[config.mk]
export PLATFORM = sky130hd
export DESIGN_NAME = mem_port_arbiter
export DESIGN_NICKNAME = d
export VERILOG_FILES = /design/src/rtl/mem_arb_pkg.sv /design/src/rtl/arb_watchdog.sv /design/src/rtl/mem_port_arbiter.sv
export SDC_FILE = /design/constraint.sdc
export NUM_CORES = 1
export LEC_CHECK = 0
export ABC_AREA = 0
export ABC_CLOCK_PERIOD_IN_PS = 3850
export CORE_MARGIN = 5
export CORE_UTILIZATION = 40
export DETAILED_ROUTE_END_ITERATION = 12
export PLACE_DENSITY = 0.8
export SLEW_MARGIN = 20
export SYNTH_ARGS = -nofsm -noshare
export SYNTH_HDL_FRONTEND = slang
export SYNTH_HIERARCHICAL = 1
export SYNTH_SLANG_ARGS = --single-unit
[constraint.sdc]
create_clock -name clk -period 3.85 [get_ports clk]
set_clock_uncertainty 0.1 [all_clocks]
set_input_delay 1.155 -clock clk [delete_from_list [all_inputs] [get_ports clk]]
set_output_delay 1.155 -clock clk [all_outputs]
set_load 0.01 [all_outputs]
[src/rtl/mem_arb_pkg.sv]
// Shared types for the unified-memory port arbiter.
// Provides the arbiter state encoding and the memory word width.
package mem_arb_pkg;

    localparam int WORD_W = 32;

    typedef enum logic [1:0] {
        ARB_IDLE,
        ARB_FETCH,
        ARB_DATA
    } arb_state_t;

endpackage

[src/rtl/arb_watchdog.sv]
// Bus-timeout watchdog for the memory port arbiter.
// Ports: clk, reset (sync, active-high), clear (restart count),
//        enable (count this cycle), expire (TIMEOUT-th enabled cycle).
module arb_watchdog #(
    parameter int TIMEOUT = 16
) (
    input  logic clk,
    input  logic reset,
    input  logic clear,
    input  logic enable,
    output logic expire
);

    if (TIMEOUT == 0) begin : g_off
        logic unused_wd;
        assign unused_wd = ^{clk, reset, clear, enable};
        assign expire    = 1'b0;
    end else begin : g_on
        localparam int CW = (TIMEOUT > 1) ? $clog2(TIMEOUT + 1) : 1;

        logic [CW-1:0] wd_cnt;

        // wd_cnt holds the number of busy cycles already elapsed, so the
        // current cycle is the last one allowed when it equals TIMEOUT-1.
        assign expire = enable & (wd_cnt == CW'(TIMEOUT - 1));

        always_ff @(posedge clk) begin
            if (reset) begin
                wd_cnt <= '0;
            end else if (clear) begin
                wd_cnt <= '0;
            end else if (enable) begin
                wd_cnt <= wd_cnt + CW'(1);
            end
        end
    end

endmodule

[src/rtl/mem_port_arbiter.sv]
// Arbitrates one single-ported memory between fetch and memory stages.
// Ports: if_* fetch side, d_* data side, mem_* registered memory port,
//        stall_if/stall_mem to hazard unit, bus_err sticky timeout flag.
module mem_port_arbiter
    import mem_arb_pkg::*;
#(
    parameter int ADDR_W       = 32,
    parameter int STARVE_LIMIT = 4,
    parameter int TIMEOUT      = 16
) (
    input  logic              clk,
    input  logic              reset,
    input  logic              if_req,
    input  logic [ADDR_W-1:0] if_addr,
    input  logic              if_flush,
    output logic [WORD_W-1:0] if_rdata,
    output logic              if_done,
    input  logic              d_req,
    input  logic              d_we,
    input  logic [ADDR_W-1:0] d_addr,
    input  logic [WORD_W-1:0] d_wdata,
    output logic [WORD_W-1:0] d_rdata,
    output logic              d_done,
    output logic              mem_req,
    output logic              mem_we,
    output logic [ADDR_W-1:0] mem_addr,
    output logic [WORD_W-1:0] mem_wdata,
    input  logic [WORD_W-1:0] mem_rdata,
    input  logic              mem_ready,
    output logic              stall_if,
    output logic              stall_mem,
    output logic              bus_err
);

    localparam int SC_W = $clog2(STARVE_LIMIT + 2);

    arb_state_t      state;
    logic [SC_W-1:0] starve_cnt;
    logic            flush_pend;

    logic idle;
    logic busy;
    logic f_live;
    logic f_want;
    logic d_want;
    logic starved;
    logic grant_d;
    logic grant_f;
    logic wd_expire;
    logic finish;
    logic abort;
    logic drop;

    assign idle    = (state == ARB_IDLE);
    assign busy    = ~idle;
    assign f_live  = if_req & ~if_flush;
    // A requester still showing its done pulse is retiring, not asking again.
    assign f_want  = f_live & ~if_done;
    assign d_want  = d_req & ~d_done;
    assign starved = f_live & (starve_cnt == SC_W'(STARVE_LIMIT));
    assign grant_d = idle & d_want & ~starved;
    assign grant_f = idle & ~grant_d & f_want;
    // mem_ready wins over a coincident watchdog expiry.
    assign finish  = busy & (mem_ready | wd_expire);
    assign abort   = busy & ~mem_ready & wd_expire;
    // A flush arriving in the completing cycle also cancels the fetch.
    assign drop    = flush_pend | if_flush;

    assign stall_if  = if_req & ~if_done & ~if_flush;
    assign stall_mem = d_req & ~d_done;

    arb_watchdog #(
        .TIMEOUT(TIMEOUT)
    ) u_wd (
        .clk    (clk),
        .reset  (reset),
        .clear  (grant_d | grant_f),
        .enable (busy),
        .expire (wd_expire)
    );

    always_ff @(posedge clk) begin
        if (reset) begin
            state      <= ARB_IDLE;
            mem_req    <= 1'b0;
            mem_we     <= 1'b0;
            mem_addr   <= '0;
            mem_wdata  <= '0;
            if_done    <= 1'b0;
            if_rdata   <= '0;
            d_done     <= 1'b0;
            d_rdata    <= '0;
            bus_err    <= 1'b0;
            flush_pend <= 1'b0;
            starve_cnt <= '0;
        end else begin
            if_done <= 1'b0;
            d_done  <= 1'b0;
            bus_err <= bus_err | abort;

            unique case (state)
                ARB_IDLE: begin
                    if (grant_d) begin
                        state     <= ARB_DATA;
                        mem_req   <= 1'b1;
                        mem_we    <= d_we;
                        mem_addr  <= d_addr;
                        mem_wdata <= d_wdata;
                    end else if (grant_f) begin
                        state     <= ARB_FETCH;
                        mem_req   <= 1'b1;
                        mem_we    <= 1'b0;
                        mem_addr  <= if_addr;
                        mem_wdata <= '0;
                    end
                end
                ARB_FETCH: begin
                    if (finish) begin
                        state      <= ARB_IDLE;
                        mem_req    <= 1'b0;
                        flush_pend <= 1'b0;
                        if (!drop) begin
                            if_done  <= 1'b1;
                            if_rdata <= abort ? '0 : mem_rdata;
                        end
                    end else if (if_flush) begin
                        flush_pend <= 1'b1;
                    end
                end
                ARB_DATA: begin
                    if (finish) begin
                        state   <= ARB_IDLE;
                        mem_req <= 1'b0;
                        d_done  <= 1'b1;
                        if (abort) begin
                            d_rdata <= '0;
                        end else if (!mem_we) begin
                            d_rdata <= mem_rdata;
                        end
                    end
                end
                default: begin
                    state   <= ARB_IDLE;
                    mem_req <= 1'b0;
                end
            endcase

            if (!if_req || grant_f) begin
                starve_cnt <= '0;
            end else if (grant_d && f_live) begin
                starve_cnt <= starve_cnt + SC_W'(1);
            end
        end
    end

endmodule

Yosys cells after proc, flatten, opt, wreduce, memory -nomap -nowiden

Cells that the tools add are included.

Output and inout port bits: 135
Input port bits: 135
Logic and storage cells: 88
Register bits after elaboration: 144

Multiplexer cells: 21
Equality and inequality tests: 7
Bitwise operators: 29
$add $sub $neg: 2
Reductions and logical operators: 16

Operator list:

| cell                                                             | number |
|---|---|
| 32-bit two-way mux                                               | 7 |
| 1-bit AND                                                        | 14 |
| 1-bit inverter                                                   | 11 |
| 1-bit two-way mux                                                | 9 |
| 2-bit OR reduction                                               | 4 |
| 2-bit two-way mux                                                | 3 |
| 2-bit AND reduction                                              | 3 |
| 3-bit AND reduction                                              | 2 |
| 5-bit by 1-bit adder with 5-bit output (second input constant)   | 1 |
| 5-bit by 4-bit == test with 1-bit output (second input constant) | 1 |
| 2-bit by 1-bit != test with 1-bit output (second input constant) | 2 |
| 1-bit bitwise OR                                                 | 4 |
| 2-bit one-hot mux with 2 select lines                            | 1 |
| 2-bit nonzero test                                               | 2 |
| 3-bit by 1-bit adder with 3-bit output (second input constant)   | 1 |
| 3-bit == test (second input constant)                            | 1 |
| 3-bit by 1-bit != test with 1-bit output (second input constant) | 1 |
| 3-bit OR reduction                                               | 1 |
| 2-bit by 1-bit == test with 1-bit output (second input constant) | 1 |
| 2-bit == test (second input constant)                            | 1 |
| 2-bit logical NOT                                                | 1 |
| 1-bit one-hot mux with 2 select lines                            | 1 |
| 1-bit logical AND                                                | 1 |
| 1-bit logical NOT                                                | 1 |
| 1-bit logical OR                                                 | 1 |

Longest topological paths before layout

Gate-level depths: netlist of run 1.

Depth in word-level cells: 11
Gate-level depth with buffers: 11

Hierarchy

The synthesis of run 1 kept the hierarchy.

By module, submodules not included:

| module           | area an instance (µm²) | times used | cells an instance |
|---|---|---|---|
| mem_port_arbiter | 5,546.6                | 1          | 579 |
| arb_watchdog     | 280.3                  | 1          | 24 |

Least setup slack after synthesis of run 1

Ideal clock, no wire load.

Kind: input-to-output
Start point: input if_flush
End point: output stall_if
Cell stages on the path: 2
Required time: 2.595 ns
Arrival: 1.677 ns
Setup slack: 0.918 ns
Path buffers: 0
Path through: or3b_1 > inv_1

Word-level cells in the longest chain between the ends: 2

RTL lines:

| what               | line                   | source |
|---|---|---|
| start: declaration | mem_port_arbiter.sv:15 | `input logic if_flush,` |
| 1-bit inverter     | mem_port_arbiter.sv:69 | `assign stall_if = if_req & ~if_done & ~if_flush;` |
| 1-bit AND          | mem_port_arbiter.sv:69 |  |
| end: declaration   | mem_port_arbiter.sv:30 | `output logic stall_if,` |

Every way passes these cells.

Worst setup path after layout of run 1

Start point: input d_req
End point: output stall_mem

Word-level cells in the longest chain between the ends: 1

RTL lines:

| what               | line                   | source |
|---|---|---|
| start: declaration | mem_port_arbiter.sv:18 | `input logic d_req,` |
| 1-bit AND          | mem_port_arbiter.sv:70 | `assign stall_mem = d_req & ~d_done;` |
| end: declaration   | mem_port_arbiter.sv:31 | `output logic stall_mem,` |

Every way passes these cells.

==> results of run 1 <==
## critical path, cell delays in order
cell and delay, ns:
clkdlybuf4s50_1 0.52, nor2b_1 0.18, clkdlybuf4s50_1 0.55
## layout by cell type (no fill, tap or decap), types with 3 or more instances in the layout
cell             count
clkdlybuf4s50_1    267
dfxtp_1            144
nand2_1            133
mux2i_1             65
nor3_1              36
a22o_1              33
a311oi_1            32
nand3_1             32
clkbuf_16           17
buf_4               14
inv_1               10
ha_1                 7
a21oi_1              5
nor2b_1              4
nor2_1               4
a211oi_1             4
clkinvlp_4           3
clkinv_2             3
## layout make-up
| type | instances | share of cell area, % |
|---|---|---|
| Multi-Input combinational cell | 395 | 28.69 |
| Clock inverter | 10 | 1.252 |
| Clock buffer | 20 | 4.859 |
| Tap cell | 184 | 2.504 |
| Inverter | 12 | 0.4900 |
| Sequential cell | 144 | 31.36 |
| Timing Repair Buffer | 285 | 30.84 |
## flip-flops by register name (all words and copies together), names as in the netlist, 2 cells and up
name              flops
mem_wdata            32
d_rdata              32
state                 2
mem_addr             32
if_rdata             32
u_wd/g_on.wd_cnt      5
starve_cnt            3
## logic make-up (layout without fill, tap and decap cells)
| group | Yosys count | after routing | share of synthesized area (%) |
|---|---|---|---|
| compound gates | 89 | 89 | 13.33 |
| flops | 144 | 144 | 49.47 |
| simple gates | 232 | 232 | 18.70 |
| xor+xnor | 1 | 1 | 0.1503 |
| fa+ha+maj | 7 | 7 | 1.503 |
| mux | 66 | 66 | 11.42 |
| buf+inv | 64 | 327 | 5.411 |
## per-layer routing
metal | global-route usage [%] | share of wire, % | vias to the layer above
met3 | 7.927 | 11 | 22
li1 | - | - | 2648
met4 | 6.715 | 1.6 | 0
met5 | 0 | 0 | -
met1 | 24.82 | 41 | 2558
met2 | 31.70 | 46 | 216
## worst paths after layout
| path | end |
|---|---|
| hold reg to reg | bus_err |
| setup / recovery | stall_mem |
| hold / removal | bus_err |
| setup reg to reg | if_rdata[27] |
## power by group through the flow
stage,clock [mW],combinational (mW),sequential (mW)
after floorplan,0,0.415,1.79
after global placement,0,0.949,1.72
after detailed placement,0,0.955,1.73
final,1.57,0.952,1.70
after global routing,1.68,1.03,1.71
after CTS,1.61,0.959,1.70
==> impl_metrics.toml, run 1 <==
[run_status]
status = "finished, final reports clean"

[drt]
wire_per_inst_um = 16.80
first_pass_iters = 4
first_iter_violations = 347
via_per_inst = 5.185
drc = 0
drt.antenna.violating_nets = 0
dr_total_vias = 5444
routed_wl_um = 17640

[floorplanning]
io_pins = 270
start_util_pct = 40.40
die_area_um2 = 17080
die_y_um = 130.7
core_um2 = 14420
row_count = 44
die_w_um = 130.7

[finish]
seqCellArea_um2 = 2883
multi_input_area_um2 = 2638
final_cells = 1050
fillers = 1192
final_area_um2 = 9193
drive_above_1_share_pct = 6.582
final_util_pct = 63.73
syn_to_final_growth_pct = 57.76
nets = 997
n_antenna_cell = 0

[power_and_ir_drop]
swShare_pct = 26.75
p_seq_share_pct = 40.3
power_density_nw_per_um2 = 458.7
p_clk_share_pct = 37.2
p_leak_nw = 3.815
peakVddDrop_v = 0.0002931
p_switching_mw = 1.128
p_int_mw = 3.089
p_comb_share_pct = 22.6
power_mw = 4.217

[synth]
yosys-top-cells-count = "dfxtp_1, nand2_1, mux2i_1"
synth_area_per_cell_um2 = 9.663
synth.most_common_cell = "dfxtp_1"
synth_area_leaders = "dfxtp_1, mux2i_1, nand2_1"
synth_warnings = 6
synth_cell_types = 55
ys_seq_area_share_pct = 49.47
yosys.area.top_type = "dfxtp_1"
synth_top_area_share_pct = 49.47
ys_seq_elements = 144
syn_inst = 603
synthArstFlopShare_pct = 0
syn_nets = 745
synth_area_um2 = 5827
synthFlopType = "dfxtp_1"
synth_edf_count = 0

[placed_design]
dp_hpwl_um = 12340
pre_cts_ws_ns = 0.01723
place_inst = 1020
portBuffers = 269
place_area_um2 = 8628
gp_congestion = 0.8202

[timing]
whs_ns = 0.3456
tightest_slew_ns = 0.6081
tns_ns = 0
fmax_mhz = 272.8
period_needed_ns = 3.665
maxSlewViolCount = 0
setup_viol = 0
rsz0062_at_grt = "false"
final-hold-violation-count = 0
post-route-period-util_pct = 95.21
max_slew_margin_pct = 59.46
worst_slack_ns = 0.1846

[worst_setup_path]
r2r_cells = 8
ff2ff_setup_slack_ns = 1.04
crit_type = "in -> out"
required_ns = 2.59
cp_data_arrival_time_ns = 2.41
cp_max_fo = 3
crit-reg2reg-launch = "state[0]"
crit_path_end_kind = "output pin"
cp-startpoint = "d_req"
cp-start-kind = "input pin"

[global_routing]
grtUsageTotal_pct = 19.96
grt_max_degree = 102
overflow = 0
grt_pass1_vias = 5243
grt_pass1_wl_um = 27060
antenna_found_initial = 0

[clock_network]
cts_tree = "built"
cts_sinks = 144
ctsResizeCount = 0
ctsHtreeMaxLevel = 4
path_clk_slew_ns = 0.05
ctsLongestPathBuffers = 2
cts_buffers = 17
cts-root-buf = "clkbuf_16"
cts_hold_buf = 0
worst_skew_pair.late_latency_ns = 0.40
post-cts-setup-buffer-count = 0

[worst_hold_path]
min_path_type = "reg -> reg"
hold_start = "bus_err"
worstHoldPathCells = 2

[job]
cap_violations = 0
Note: power is estimated with default switching activity, not from simulation.
==> run 2, diff against run 1 <==
--- a/config.mk
+++ b/config.mk
@@ -5,7 +5,7 @@
 export SDC_FILE = /design/constraint.sdc
 export NUM_CORES = 1
 export LEC_CHECK = 0
-export ABC_AREA = 0
+export ABC_AREA = 1
 export ABC_CLOCK_PERIOD_IN_PS = 3850
 export CORE_MARGIN = 5
 export CORE_UTILIZATION = 40
==> impl_metrics.toml, run 2 <==
[drt]
wire_per_inst_um = 14.41
first_pass_iters = 4
via_per_inst = 4.802
dr_total_vias = 6209
first_iter_violations = 363
routed_wl_um = 18630
drt.antenna.violating_nets = 0
drc = 0

[floorplanning]
core_um2 = 14530
die_y_um = 131.8
start_util_pct = 40.81
die_w_um = 131.8
io_pins = 270
row_count = 44
die_area_um2 = 17360

[placed_design]
place_area_um2 = 8773
gp_congestion = 0.8446
portBuffers = 269
place_inst = 1264
dp_hpwl_um = 13400

[worst_setup_path]
cp_max_fo = 2
crit_path_end_kind = "output pin"
cp-start-kind = "input pin"
required_ns = 2.59
cp_data_arrival_time_ns = 2.48
crit_type = "in -> out"

[clock_network]
path_clk_slew_ns = 0.05
cts_buffers = 17
ctsLongestPathBuffers = 2
ctsResizeCount = 0
cts_hold_buf = 0
post-cts-setup-buffer-count = 0
cts_sinks = 144
ctsHtreeMaxLevel = 4
cts_tree = "built"
cts-root-buf = "clkbuf_16"
worst_skew_pair.late_latency_ns = 0.41

[synth]
ys_seq_elements = 144
yosys-top-cells-count = "nand2_1, nor2_1, dfxtp_1"
synthFlopType = "dfxtp_1"
synth.most_common_cell = "nand2_1"
synth_area_leaders = "dfxtp_1, nand2_1, nor2_1"
synth_edf_count = 0
ys_seq_area_share_pct = 48.60
synthArstFlopShare_pct = 0
yosys.area.top_type = "dfxtp_1"
synth_cell_types = 24
synth_area_per_cell_um2 = 7.045
synth_warnings = 6
synth_area_um2 = 5932
syn_nets = 984
synth_top_area_share_pct = 48.60
syn_inst = 842

[timing]
tightest_slew_ns = 0.9074
final-hold-violation-count = 0
rsz0062_at_grt = "false"
post-route-period-util_pct = 96.96
maxSlewViolCount = 0
max_slew_margin_pct = 39.51
tns_ns = 0
period_needed_ns = 3.733
fmax_mhz = 267.9
setup_viol = 0

[finish]
final_util_pct = 63.95
syn_to_final_growth_pct = 56.70
final_area_um2 = 9295
final_cells = 1293
n_antenna_cell = 0
drive_above_1_share_pct = 6.132
final_cell_mix = "clkdlybuf4s50_1, nand2_1, nor2_1"
fillers = 1284
multi_input_area_um2 = 2596
final_common_cell = "clkdlybuf4s50_1"
seqCellArea_um2 = 2883
nets = 1241

[power_and_ir_drop]
p_leak_nw = 3.745
peakVddDrop_v = 0.0003037
power_mw = 3.956
power_density_nw_per_um2 = 425.6

[global_routing]
overflow = 0
antenna_found_initial = 0
grt_max_degree = 84
grtUsageTotal_pct = 20.85
grt_pass1_wl_um = 30050
grt_pass1_vias = 5924

[job]
cap_violations = 0

[run_status]
status = "finished, final reports clean"

[worst_hold_path]
min_path_type = "reg -> reg"
[run 2: cell count changes after synthesis, sizes merged, moves of 41 or more]
cell	delta
nor2	+154
o21ai	+59
mux2i	-65
inv	+41
nand2	+105
a21oi	+80
[run 2: power breakdown]
group	total [mW]	switching, mW	leakage [nW]	internal [mW]
clock	1.46	0.617	0.242	0.844
combinational	0.849	0.431	2.33	0.418
sequential	1.65	0.0509	1.17	1.60
[run 2: metrics by stage]
step | worst slack, ns | hold WS, ns
after floorplan | 1.028 | 0.3564
after global placement | 0.1566 | 0.3468
after detailed placement | 0.1140 | 0.3515
after CTS | 0.1121 | 0.3607
after global routing | 0.03527 | 0.3713
final | 0.1172 | 0.3584
[run 2: cells by family after synthesis]
group	share of synthesized area, %
compound gates	12.40
xor+xnor	0.1477
fa+ha+maj	1.476
buf+inv	7.678
flops	48.60
simple gates	29.70
[run 2: critical path, stage by stage]
cell             delay [ns]
clkdlybuf4s50_1        0.48
inv_1                  0.08
nor2_4                 0.09
nand2_1                0.07
inv_1                  0.07
clkdlybuf4s50_1        0.53
[run 2: final timing paths]
check | start | end | slack [ns] | depth (start not counted)
worst max-delay path | if_req | stall_if | 0.12 | 6
worst min register to register | mem_wdata[30] | mem_wdata[30] | 0.36 | 2
worst min-delay path | mem_wdata[30] | mem_wdata[30] | 0.36 | 2
worst max register to register | state[0] | if_rdata[31] | 1.26 | 15
[run 2: metal layers]
metal  up-vias  global-route usage [%]  part of all wire, %
li1       3157                       -                    -
met4         0                   8.400                  2.6
met5         -                       0                    0
met2       235                   36.03                   49
met1      2780                   23.49                   40
met3        37                   7.252                  8.1
[run 2: cell type report]
cell class	count	area share, %
flip-flops and latches	144	31.01
repair buffers	291	30.83
multi-input cells	592	27.93
clock buffers	20	4.913
well taps	184	2.477
inverters	53	2.140
clock inverters	9	0.7000
